**config.mk**
```make
export PLATFORM = sky130hd
export DESIGN_NAME = execute_sequencer
export DESIGN_NICKNAME = d
export VERILOG_FILES = /design/src/rtl/exec_seq_pkg.sv /design/src/rtl/execute_sequencer_wait_counter.sv /design/src/rtl/execute_sequencer.sv
export SDC_FILE = /design/constraint.sdc
export NUM_CORES = 1
export LEC_CHECK = 0
export ABC_AREA = 1
export CORE_MARGIN = 3
export CORE_UTILIZATION = 41
export CTS_BUF_LIST = sky130_fd_sc_hd__clkbuf_4 sky130_fd_sc_hd__clkbuf_8 sky130_fd_sc_hd__clkbuf_16
export DETAILED_ROUTE_END_ITERATION = 7
export PLACE_DENSITY_LB_ADDON = 0.15
export SLEW_MARGIN = 20
export SYNTH_ARGS = -nofsm -noshare
export SYNTH_HDL_FRONTEND = slang
export SYNTH_HIERARCHICAL = 1
export SYNTH_SLANG_ARGS = --single-unit
```
**constraint.sdc**
```tcl
create_clock -name clk -period 14.5 [get_ports clk]
set_clock_uncertainty 0.05 [all_clocks]
set_input_delay 2.175 -clock clk [delete_from_list [all_inputs] [get_ports clk]]
set_output_delay 2.175 -clock clk [all_outputs]
set_load 0.005 [all_outputs]
```
**src/rtl/exec_seq_pkg.sv**
```systemverilog
`default_nettype none
// ============================================================================
// Module      : exec_seq_pkg
// Description : Shared types and constants for the execute sequencer.
//               - state encoding of the sequencer FSM
//               - execute class encoding driven by decode on in_class
//               - ECALL opcode / instruction constants used by decode when
//                 it forms in_class
// Revision    : 1.0 - initial release
// ============================================================================
package exec_seq_pkg;

  typedef enum logic [1:0] {
    ST_IDLE = 2'd0,
    ST_EXEC = 2'd1,
    ST_WAIT = 2'd2,
    ST_HOLD = 2'd3
  } seq_state_t;

  typedef enum logic [1:0] {
    CLS_ALU    = 2'd0,
    CLS_ECALL  = 2'd1,
    CLS_MULDIV = 2'd2,
    CLS_RSVD   = 2'd3
  } exec_class_t;

  // RISC-V SYSTEM major opcode and the full ECALL encoding.
  localparam logic [6:0]  c_OPC_SYSTEM = 7'b111_0011;
  localparam logic [31:0] c_INSN_ECALL = 32'h0000_0073;

  // Reserved class code runs as a single-cycle ALU operation.
  function automatic exec_class_t norm_class(input logic [1:0] raw);
    return (raw == 2'd3) ? CLS_ALU : exec_class_t'(raw);
  endfunction

  // Decode-side helper: recognise ECALL from a raw 32-bit instruction.
  function automatic logic is_ecall(input logic [31:0] insn);
    return (insn[6:0] == c_OPC_SYSTEM) && (insn == c_INSN_ECALL);
  endfunction

endpackage
`default_nettype wire

```
**src/rtl/execute_sequencer_wait_counter.sv**
```systemverilog
`default_nettype none
// ============================================================================
// Module      : seq_wait_counter
// Description : Loadable up-counter used while the sequencer sits in WAIT.
//               Flags when the count equals the multi-cycle terminal value
//               and when it equals the ECALL timeout value.
// Ports       : clk, reset      - clock, async active-high reset
//               i_clear         - force count to zero (new instruction)
//               i_load          - load i_load_value
//               i_load_value    - value to load
//               i_inc           - increment by one
//               o_at_term       - count == TERM
//               o_at_timeout    - count == TIMEOUT
// Revision    : 1.0 - initial release
// ============================================================================
module seq_wait_counter #(
  parameter int WIDTH   = 8,
  parameter int TERM    = 7,
  parameter int TIMEOUT = 255
) (
  input  logic             clk,
  input  logic             reset,
  input  logic             i_clear,
  input  logic             i_load,
  input  logic [WIDTH-1:0] i_load_value,
  input  logic             i_inc,
  output logic             o_at_term,
  output logic             o_at_timeout
);

  logic [WIDTH-1:0] r_count;

  always_ff @(posedge clk or posedge reset) begin
    if (reset) begin
      r_count <= '0;
    end else if (i_clear) begin
      r_count <= '0;
    end else if (i_load) begin
      r_count <= i_load_value;
    end else if (i_inc) begin
      r_count <= r_count + WIDTH'(1);
    end
  end

  assign o_at_term    = (r_count == WIDTH'(TERM));
  assign o_at_timeout = (r_count == WIDTH'(TIMEOUT));

endmodule
`default_nettype wire

```
**src/rtl/execute_sequencer.sv**
```systemverilog
`default_nettype none
// ============================================================================
// Module      : execute_sequencer
// Description : Controller in front of the execute stage. Accepts one decoded
//               instruction at a time, enables the execute unit for a
//               class-dependent number of cycles, latches the result and
//               branch outcome and offers them to the memory stage. A taken
//               jump raises a one-cycle redirect/flush pulse, during which
//               new input is refused.
// Ports       : clk, reset                 - clock, async active-high reset
//               in_valid/in_ready          - decode handshake
//               in_pc, in_class            - incoming instruction
//               exec_enable, exec_done     - execute unit control/completion
//               alu_result, jump_taken,
//               jump_target                - execute results (sampled at
//                                            completion)
//               out_valid/out_ready        - memory-stage handshake
//               out_pc, out_result,
//               out_jump                   - latched results
//               redirect_valid/redirect_pc - fetch redirect pulse
//               ecall_timeout              - sticky ECALL timeout flag
//               busy_cycles                - cycles spent in EXEC/WAIT
// Revision    : 1.0 - initial release
// ============================================================================
module execute_sequencer
  import exec_seq_pkg::*;
#(
  parameter int XLEN          = 64,
  parameter int MULDIV_CYCLES = 8,
  parameter int ECALL_TIMEOUT = 255,
  parameter int CNT_W         = 32
) (
  input  logic             clk,
  input  logic             reset,
  input  logic             in_valid,
  output logic             in_ready,
  input  logic [XLEN-1:0]  in_pc,
  input  logic [1:0]       in_class,
  output logic             exec_enable,
  input  logic             exec_done,
  input  logic [XLEN-1:0]  alu_result,
  input  logic             jump_taken,
  input  logic [XLEN-1:0]  jump_target,
  output logic             out_valid,
  input  logic             out_ready,
  output logic [XLEN-1:0]  out_pc,
  output logic [XLEN-1:0]  out_result,
  output logic             out_jump,
  output logic             redirect_valid,
  output logic [XLEN-1:0]  redirect_pc,
  output logic             ecall_timeout,
  output logic [CNT_W-1:0] busy_cycles
);

  localparam int c_WAIT_MAX = (ECALL_TIMEOUT > MULDIV_CYCLES) ? ECALL_TIMEOUT : MULDIV_CYCLES;
  localparam int c_WAIT_W   = $clog2(c_WAIT_MAX + 1);

  seq_state_t       r_state;
  seq_state_t       w_next_state;
  exec_class_t      r_cls;
  logic [XLEN-1:0]  r_pc;
  logic [XLEN-1:0]  r_out_pc;
  logic [XLEN-1:0]  r_out_result;
  logic [XLEN-1:0]  r_redirect_pc;
  logic             r_out_jump;
  logic             r_first_hold;
  logic             r_ecall_timeout;
  logic [CNT_W-1:0] r_busy;

  logic w_in_ready;
  logic w_redirect;
  logic w_accept;
  logic w_done_normal;
  logic w_force_tmo;
  logic w_complete;
  logic w_cnt_term;
  logic w_cnt_tmo;

  // The counter holds the number of execute cycles already spent: EXEC
  // loads 1, each WAIT cycle adds one.
  seq_wait_counter #(
    .WIDTH   (c_WAIT_W),
    .TERM    (MULDIV_CYCLES - 1),
    .TIMEOUT (ECALL_TIMEOUT)
  ) u_wait_counter (
    .clk          (clk),
    .reset        (reset),
    .i_clear      (w_accept),
    .i_load       (r_state == ST_EXEC),
    .i_load_value (c_WAIT_W'(1)),
    .i_inc        (r_state == ST_WAIT),
    .o_at_term    (w_cnt_term),
    .o_at_timeout (w_cnt_tmo)
  );

  assign w_accept = in_valid & w_in_ready;

  // Completion decode. exec_done only matters for ECALL; a done that lands
  // on the timeout cycle still counts as a normal completion.
  always_comb begin
    w_done_normal = 1'b0;
    w_force_tmo   = 1'b0;
    case (r_state)
      ST_EXEC: begin
        case (r_cls)
          CLS_ECALL:  w_done_normal = exec_done;
          CLS_MULDIV: w_done_normal = 1'b0;
          default:    w_done_normal = 1'b1;
        endcase
      end
      ST_WAIT: begin
        case (r_cls)
          CLS_ECALL: begin
            w_done_normal = exec_done;
            w_force_tmo   = ~exec_done & w_cnt_tmo;
          end
          CLS_MULDIV: w_done_normal = w_cnt_term;
          default:    w_done_normal = 1'b1;
        endcase
      end
      default: begin
        w_done_normal = 1'b0;
        w_force_tmo   = 1'b0;
      end
    endcase
  end

  assign w_complete = w_done_normal | w_force_tmo;

  // State register.
  always_ff @(posedge clk or posedge reset) begin
    if (reset) begin
      r_state <= ST_IDLE;
    end else begin
      r_state <= w_next_state;
    end
  end

  // Next-state logic.
  always_comb begin
    w_next_state = r_state;
    case (r_state)
      ST_IDLE: if (w_accept) w_next_state = ST_EXEC;
      ST_EXEC: w_next_state = w_complete ? ST_HOLD : ST_WAIT;
      ST_WAIT: if (w_complete) w_next_state = ST_HOLD;
      ST_HOLD: begin
        if (out_ready) begin
          w_next_state = w_accept ? ST_EXEC : ST_IDLE;
        end
      end
      default: w_next_state = ST_IDLE;
    endcase
  end

  // Output decode. The redirect pulse lives only in the first HOLD cycle
  // and blocks acceptance so the wrong-path instruction is dropped.
  always_comb begin
    exec_enable = 1'b0;
    out_valid   = 1'b0;
    w_redirect  = 1'b0;
    w_in_ready  = 1'b0;
    case (r_state)
      ST_IDLE: w_in_ready = 1'b1;
      ST_EXEC,
      ST_WAIT: exec_enable = 1'b1;
      ST_HOLD: begin
        out_valid  = 1'b1;
        w_redirect = r_first_hold & r_out_jump;
        w_in_ready = out_ready & ~(r_first_hold & r_out_jump);
      end
      default: begin
        exec_enable = 1'b0;
        out_valid   = 1'b0;
      end
    endcase
  end

  // Instruction, result and statistics registers.
  always_ff @(posedge clk or posedge reset) begin
    if (reset) begin
      r_pc            <= '0;
      r_cls           <= CLS_ALU;
      r_out_pc        <= '0;
      r_out_result    <= '0;
      r_out_jump      <= 1'b0;
      r_redirect_pc   <= '0;
      r_first_hold    <= 1'b0;
      r_ecall_timeout <= 1'b0;
      r_busy          <= '0;
    end else begin
      if (w_accept) begin
        r_pc  <= in_pc;
        r_cls <= norm_class(in_class);
      end
      if (w_complete) begin
        r_out_pc      <= r_pc;
        r_out_result  <= w_force_tmo ? '0 : alu_result;
        r_out_jump    <= ~w_force_tmo & jump_taken;
        r_redirect_pc <= w_force_tmo ? '0 : jump_target;
        r_first_hold  <= 1'b1;
      end else if (r_state == ST_HOLD) begin
        r_first_hold  <= 1'b0;
      end
      if (w_force_tmo) begin
        r_ecall_timeout <= 1'b1;
      end
      if (exec_enable) begin
        r_busy <= r_busy + CNT_W'(1);
      end
    end
  end

  assign in_ready       = w_in_ready;
  assign redirect_valid = w_redirect;
  assign out_pc         = r_out_pc;
  assign out_result     = r_out_result;
  assign out_jump       = r_out_jump;
  assign redirect_pc    = r_redirect_pc;
  assign ecall_timeout  = r_ecall_timeout;
  assign busy_cycles    = r_busy;

endmodule
`default_nettype wire
```
==> metrics.md, run 1 <==
| Metric | Value |
|---|---|
| Die W | `182 um` |
| DRT iter0 DRCs | `643` |
| FF-to-FF End | `redirect_pc[18]$_DFFE_PP0P_` |
| IO buf count | `429` |
| Final Routed Wirelength | `38600 um` |
| Global routing usage on met2 | `36.0%` |
| Crit-path most repeated cell | `nand2_1` |
| Final-stage net count | `2077` |
| Hold_sp | `r_pc[43]$_DFFE_PP0P_` |
| Cell taking the most area after synthesis | `dfrtp_1` |
| R2R cell count | `10` |
| Worst Tran Pin Value | `992 ps` |
| First-pass GRT wire length | `60200 um` |
| Worst reg2reg setup slack | `10890 ps` |
| Core area | `0.0301 mm^2` |
| Arrival time at the worst endpoint | `3520 ps` |
| EDFF count, synth | `0` |
| Largest family of logic cells by synthesized area | `simple AND/OR/NAND/NOR gates` |
| Hold endpoint | `out_pc[43]$_DFFE_PP0P_` |
| Minimum clock period | `5740 ps` |
| Synth top area share | `59.6%` |
| Starting Density | `42.3%` |
| Asr flop ratio synth | `100%` |
| Hold WC Path Type | `flip-flop to flip-flop` |
| Synth cell types | `31` |
| Slew headroom | `33.9%` |
| Critical-path cell list | `clkdlybuf4s50_1, nand2_1, inv_1, nand2_1, nand2_1, nand2_1, inv_2, clkdlybuf4s50_1` |
| WHS Path Cells | `2` |
| DR pass1 iterations | `5` |
| Initial antenna violation count | `5` |
| Slowest cell on crit path | `clkdlybuf4s50_1` |
| Worst VDD drop | `0.133 mV` |
| Max-Cap Viols | `0` |
| XOR/XNOR Fraction of Synth Area | `1.45%` |
| Total global-route track usage | `22.5%` |
| Largest net degree at the start of global routing | `174` |
| RSZ-0062 raised after global routing | `false` |
| TNS Setup | `0 ps` |
| Vias | `11.0k` |
| WL/cell | `17.0 um` |
| CTS HTree Levels | `2` |
| Row count | `63` |
| Worst Hold Slack | `416 ps` |
| CTS resizes | `0` |
| Grt ovf | `0` |
| Average cell area after synthesis | `8.71 um^2` |
| Met3 usage | `6.54%` |
| Most frequent cells after synthesis | `nand2_1, dfrtp_1, nand3_1` |
| Top-count cell post-synth | `nand2_1` |
| Hpwl dp | `25900 um` |
| Post-Synth Simple-Gate Area | `31.4%` |
| GR Util met1 | `29.9%` |
| Vias in the first global route | `10.5k` |
| Data required, critical path | `12270 ps` |
| Crit path max fanout | `2` |
| Crit end category | `output port` |
| Clock transition at path regs | `60 ps` |
| Synth-to-Final Area Change | `42.3%` |
| Fraction of layout cells with a size suffix above 1 | `4.46%` |
| Post-CTS Setup Bufs | `0` |
| Clock buffer depth | `3` |
| CTS tree | `built` |
| Synthesized instance count | `1461` |
| Fill cells | `2673` |
| GRT busiest layer | `met2` |
| Register area share after synthesis | `59.6%` |
| Routed Antenna Nets | `0` |
| Die ar. | `0.0332 mm^2` |
| Final Cycle Share | `39.6%` |
| TritonCTS buffer count | `34` |
| Hold_buf cts | `0` |
| Fin. max-slew vios | `0` |
| CTS sink cnt | `303` |
| Max Freq | `174 MHz` |
| Outcome | `complete, no violations` |
| DRC viols | `0` |
| Worst Path Class, Setup | `primary input to output port` |
| Final Hold Violating Endpoints | `0` |
| Lkg Pwr | `9.01 nW` |
| Ys Warns | `6` |
| Final setup fails | `0` |
| Mux cell area share after synthesis | `0%` |
| Clock root buffer master | `clkbuf_16` |
| FF/Latch Area | `0.00758 mm^2` |
| Routability-driven placement congestion ratio | `0.810` |
| Leading cell types by total area after synthesis | `dfrtp_1, nand2_1, nand3_1` |
| Post-synthesis compound-gate area fraction | `0.757%` |
| Yosys reg bits | `303` |
| Die Ht | `182 um` |
| Vias/cell | `4.82` |
| Mapped Area | `0.0127 mm^2` |
| I/O pin count | `430` |
| Multi-input gate area | `0.00443 mm^2` |
| Main synth FF type | `dfrtp_1` |
| FF-to-FF Start | `r_state[0]$_DFFE_PP0P_` |
| Critical path's largest stage delay | `510 ps` |
| Power Dens Cells | `215 mW/mm^2` |
| Clk_lat worst skew | `490 ps` |
| Crit start category | `primary input` |
| Post-Synth Adder-Cell Area | `0.786%` |
## kinds of logic after synthesis
kind of cell             count (synthesis)
other                                    2
flip-flops                             303
adder cells (fa/ha/maj)                  8
buffers and inverters                  125
AO/OA/AOI/OAI                           17
AND/OR/NAND/NOR                        985
XOR/XNOR                                21
## worst max-delay path: cells and delay by family
kind	cells	cell delay (ps)
simple gates	4	230
buf+inv	4	1110
## final cells by class
class / count / area share [%]
clock inverter: 5 / 0.193
antenna: 1 / 0.0138
sequential: 303 / 41.9
tap: 390 / 2.69
inverter: 54 / 1.19
timing repair buffer: 437 / 24.2
clock buffer: 46 / 5.36
multi-input combinational: 1039 / 24.4
## cells in the final DEF (no fill, tap or decap), types with 3 or more instances in the layout
master	n
nand2_1	744
clkdlybuf4s50_1	429
dfrtp_1	303
nand3_1	157
inv_1	47
nor2_1	43
clkbuf_16	35
xor2_1	14
nand4_1	10
nor3_1	10
clkbuf_4	9
o21ai_0	8
ha_1	8
conb_1	8
xnor2_1	7
nor2_2	7
inv_2	5
buf_4	4
o21ai_1	4
nand3b_1	3
nand2_2	3
## power breakdown
group	internal [mW]	switching (mW)	leakage, nW
logic	0.773	0.907	4.65
registers	1.21	0.199	3.85
clock network	0.466	0.330	0.504
## per-stage QoR
step	power, mW	instances	setup WS [ps]	utilization (%)	area, um^2
after floorplan	2.37	1467	4130	-	12700
after global placement	3.07	2222	8720	56.7	17100
after detailed placement	3.12	2222	8730	56.7	17100
after CTS	3.94	2273	8730	60.0	18100
after global routing	4.19	2275	8690	60.1	18100
final	3.89	2275	8760	60.1	18100
## metal layers
metal	wire, um	part of all wire (%)
met1	15800	41
met2	18200	47
met3	3290	8.5
met4	1260	3.3
met5	61	0.16
## registers in the layout, summed over array words and instances (netlist names)
name,cells
r_state,2
out_result,64
ecall_timeout,1
r_first_hold,1
out_jump,1
r_pc,64
u_wait_counter/r_count,8
redirect_pc,64
out_pc,64
r_cls,2
busy_cycles,32
## worst max path at each step
stage | startpoint | endpoint
CTS | out_ready | in_ready
finish | out_ready | in_ready
global route | out_ready | in_ready
detailed placement | out_ready | in_ready
floorplan | reset | busy_cycles[0]$_DFFE_PP0N_
global placement | out_ready | in_ready
Power figures use the tool's default switching activity.
==> run 2, diff against run 1 <==
- clock period: 14.5 -> 5.01 ns (I/O delays scaled with it)
==> run 2 against run 1 <==
  * Non-clock buffer count up 5
  * Final cell count is 0.62% higher
  * Critical path type is now flip-flop to flip-flop
  * Design area increased by 0.73%
  * Count of clock-buffer cells in the layout is 7 higher
  * Global-route usage rose by 0.079 points
  * Combinational power rose to 2.9 times the previous value
==> metrics.md, run 2 (same netlist as run 1, synthesis figures left out) <==
| Metric | Value |
|---|---|
| Outcome | `complete, no violations` |
| Largest net degree at the start of global routing | `115 (-34%)` |
| TNS Setup | `0 ps (unchanged)` |
| I/O pin count | `430 (unchanged)` |
| Worst Path Class, Setup | `flip-flop to flip-flop` |
| Data required, critical path | `5400 ps (-6870 ps)` |
| Die Ht | `182 um (unchanged)` |
| Clk_lat worst skew | `500 ps (about the same)` |
| Commonest non-fill, non-tap cell in the layout | `nand2_1` |
| CTS tree | `built` |
| Grt ovf | `0 (unchanged)` |
| Die W | `182 um (unchanged)` |
| Slew headroom | `42.4% (+8.5 points)` |
| Worst path bufs/invs | `3 (-1)` |
| Vias/cell | `4.86 (+0.88%)` |
| Hold_sp | `ecall_timeout$_DFFE_PP0P_` |
| DRT iter0 DRCs | `656 (+2.0%)` |
| Routability-driven placement congestion ratio | `0.841 (+3.8%)` |
| Crit path from | `u_wait_counter/r_count[0]$_DFFE_PP0P_` |
| First-pass GRT wire length | `60500 um (+0.64%)` |
| Final Hold Violating Endpoints | `0 (unchanged)` |
| CTS sink cnt | `303 (unchanged)` |
| Post-route cell area | `0.0182 mm^2 (+0.73%)` |
| Fill cells | `2617 (-2.1%)` |
| Crit end category | `flip-flop` |
| Final setup fails | `0 (unchanged)` |
| Synth-to-Final Area Change | `43.3%` |
| Worst path top cell family by delay | `buffers and inverters` |
| Core area | `0.0301 mm^2 (unchanged)` |
| Starting Density | `42.3% (unchanged)` |
| Post-CTS Setup Bufs | `0 (unchanged)` |
| Max Freq | `295 MHz` |
| Critical path's largest stage delay | `790 ps (+280 ps)` |
| Power Dens Cells | `624 mW/mm^2 (+190%)` |
| Clock transition at path regs | `60 ps (about the same)` |
| Slowest cell on crit path | `inv_6` |
| Final-stage net count | `2082 (+0.24%)` |
| IO buf count | `429 (unchanged)` |
| FF-to-FF Start | `u_wait_counter/r_count[0]$_DFFE_PP0P_` |
| Total global-route track usage | `22.6% (+0.079 points)` |
| CTS HTree Levels | `2 (unchanged)` |
| Final Cycle Share | `67.7%` |
| Critical-path cell list | `ha_1, nand2_2, nor2_4, nand2_2, nor3_1, nand4_1, buf_4, nand2_8, inv_6, buf_4, nand2_1, nand2_1` |
| TritonCTS buffer count | `34 (unchanged)` |
| Fin. max-slew vios | `0 (unchanged)` |
| Crit start category | `flip-flop` |
| Hold_buf cts | `0 (unchanged)` |
| Max-Cap Viols | `0 (unchanged)` |
| CTS resizes | `0 (unchanged)` |
| DP Worst Slack | `1260 ps (-7470 ps)` |
| RSZ-0062 raised after global routing | `false` |
| Routed Antenna Nets | `0 (unchanged)` |
| Vias in the first global route | `10.9k (+3.0%)` |
| Minimum clock period | `3390 ps` |
| Vias | `11.1k (+1.5%)` |
| Clock buffer depth | `3 (unchanged)` |
| DR pass1 iterations | `5 (unchanged)` |
| Worst Tran Pin Value | `864 ps (-128 ps)` |
| Lkg Pwr | `9.08 nW (+0.80%)` |
| Commonest cells after routing, fill and taps aside | `nand2_1, clkdlybuf4s50_1, dfrtp_1, nand3_1, inv_1` |
| WL/cell | `16.8 um (-0.67%)` |
| Hpwl dp | `26600 um (+2.8%)` |
| Row count | `63 (unchanged)` |
| Hold WC Path Type | `flip-flop to flip-flop` |
| Worst VDD drop | `0.403 mV (+200%)` |
| Initial antenna violation count | `3 (-2)` |
| Crit path max fanout | `113 (+111)` |
| DP Area | `0.0171 mm^2 (+0.32%)` |
| Clock root buffer master | `clkbuf_16` |
| DRC viols | `0 (unchanged)` |
| Die ar. | `0.0332 mm^2 (unchanged)` |
| Final setup margin | `1620 ps (-7140 ps)` |
| Fraction of layout cells with a size suffix above 1 | `5.11% (+0.65 points)` |
| Layout Utilization | `60.6% (+0.44 points)` |
| Arrival time at the worst endpoint | `3780 ps (+260 ps)` |
| Final Routed Wirelength | `38500 um (about the same)` |
run 2: cell type report:
class                   count  area (um^2)  area share, %
flip-flops and latches    303         7580           41.6
inverters                  54          211           1.16
clock inverters             6         48.8          0.268
repair buffers            442         4420           24.2
diodes                      2         5.00         0.0274
multi-input cells        1039         4430           24.3
well taps                 390          488           2.68
clock buffers              53         1060           5.79
run 2: power breakdown:
| group | internal (mW) | leakage [nW] | switching (mW) |
|---|---|---|---|
| logic | 2.24 | 4.67 | 2.61 |
| registers | 3.51 | 3.85 | 0.585 |
| clock network | 1.45 | 0.560 | 0.987 |
run 2: final timing paths:
| check | to | slack, ps | depth (start not counted) |
|---|---|---|---|
| max in group asynchronous | busy_cycles[30]$_DFFE_PP0N_ | 3060 | 4 |
| setup / recovery | out_pc[37]$_DFFE_PP0P_ | 1620 | 12 |
| setup reg to reg | out_pc[37]$_DFFE_PP0P_ | 1620 | 12 |
| min in group asynchronous | u_wait_counter/r_count[7]$_DFFE_PP0P_ | 540 | 2 |
| hold reg to reg | ecall_timeout$_DFFE_PP0P_ | 420 | 2 |
| hold / removal | ecall_timeout$_DFFE_PP0P_ | 420 | 2 |
run 2: routing by layer:
layer | vias to the layer above | wire length [um] | share of wire [%] | track usage (%)
met5 | - | 13 | 0.034 | 0
met4 | 2 | 1430 | 3.7 | 8.20
met3 | 78 | 3010 | 7.8 | 5.26
met2 | 400 | 18200 | 47 | 36.7
met1 | 5275 | 15900 | 41 | 29.9
li1 | 5370 | - | - | -
run 2: tightest hold or removal path, stage by stage (launching register included):
cell and delay (ps):
dfrtp_1 340, inv_1 40, nand2_1 50
run 2: metrics by stage:
stage          instances  hold slack [ps]  power [mW]
6_report            2289              416        11.4
5_1_grt             2289              436        12.3
4_1_cts             2287              419        11.5
3_5_place_dp        2228              403        9.04
3_3_place_gp        2228              398        8.89
2_1_floorplan       1467              399        6.87
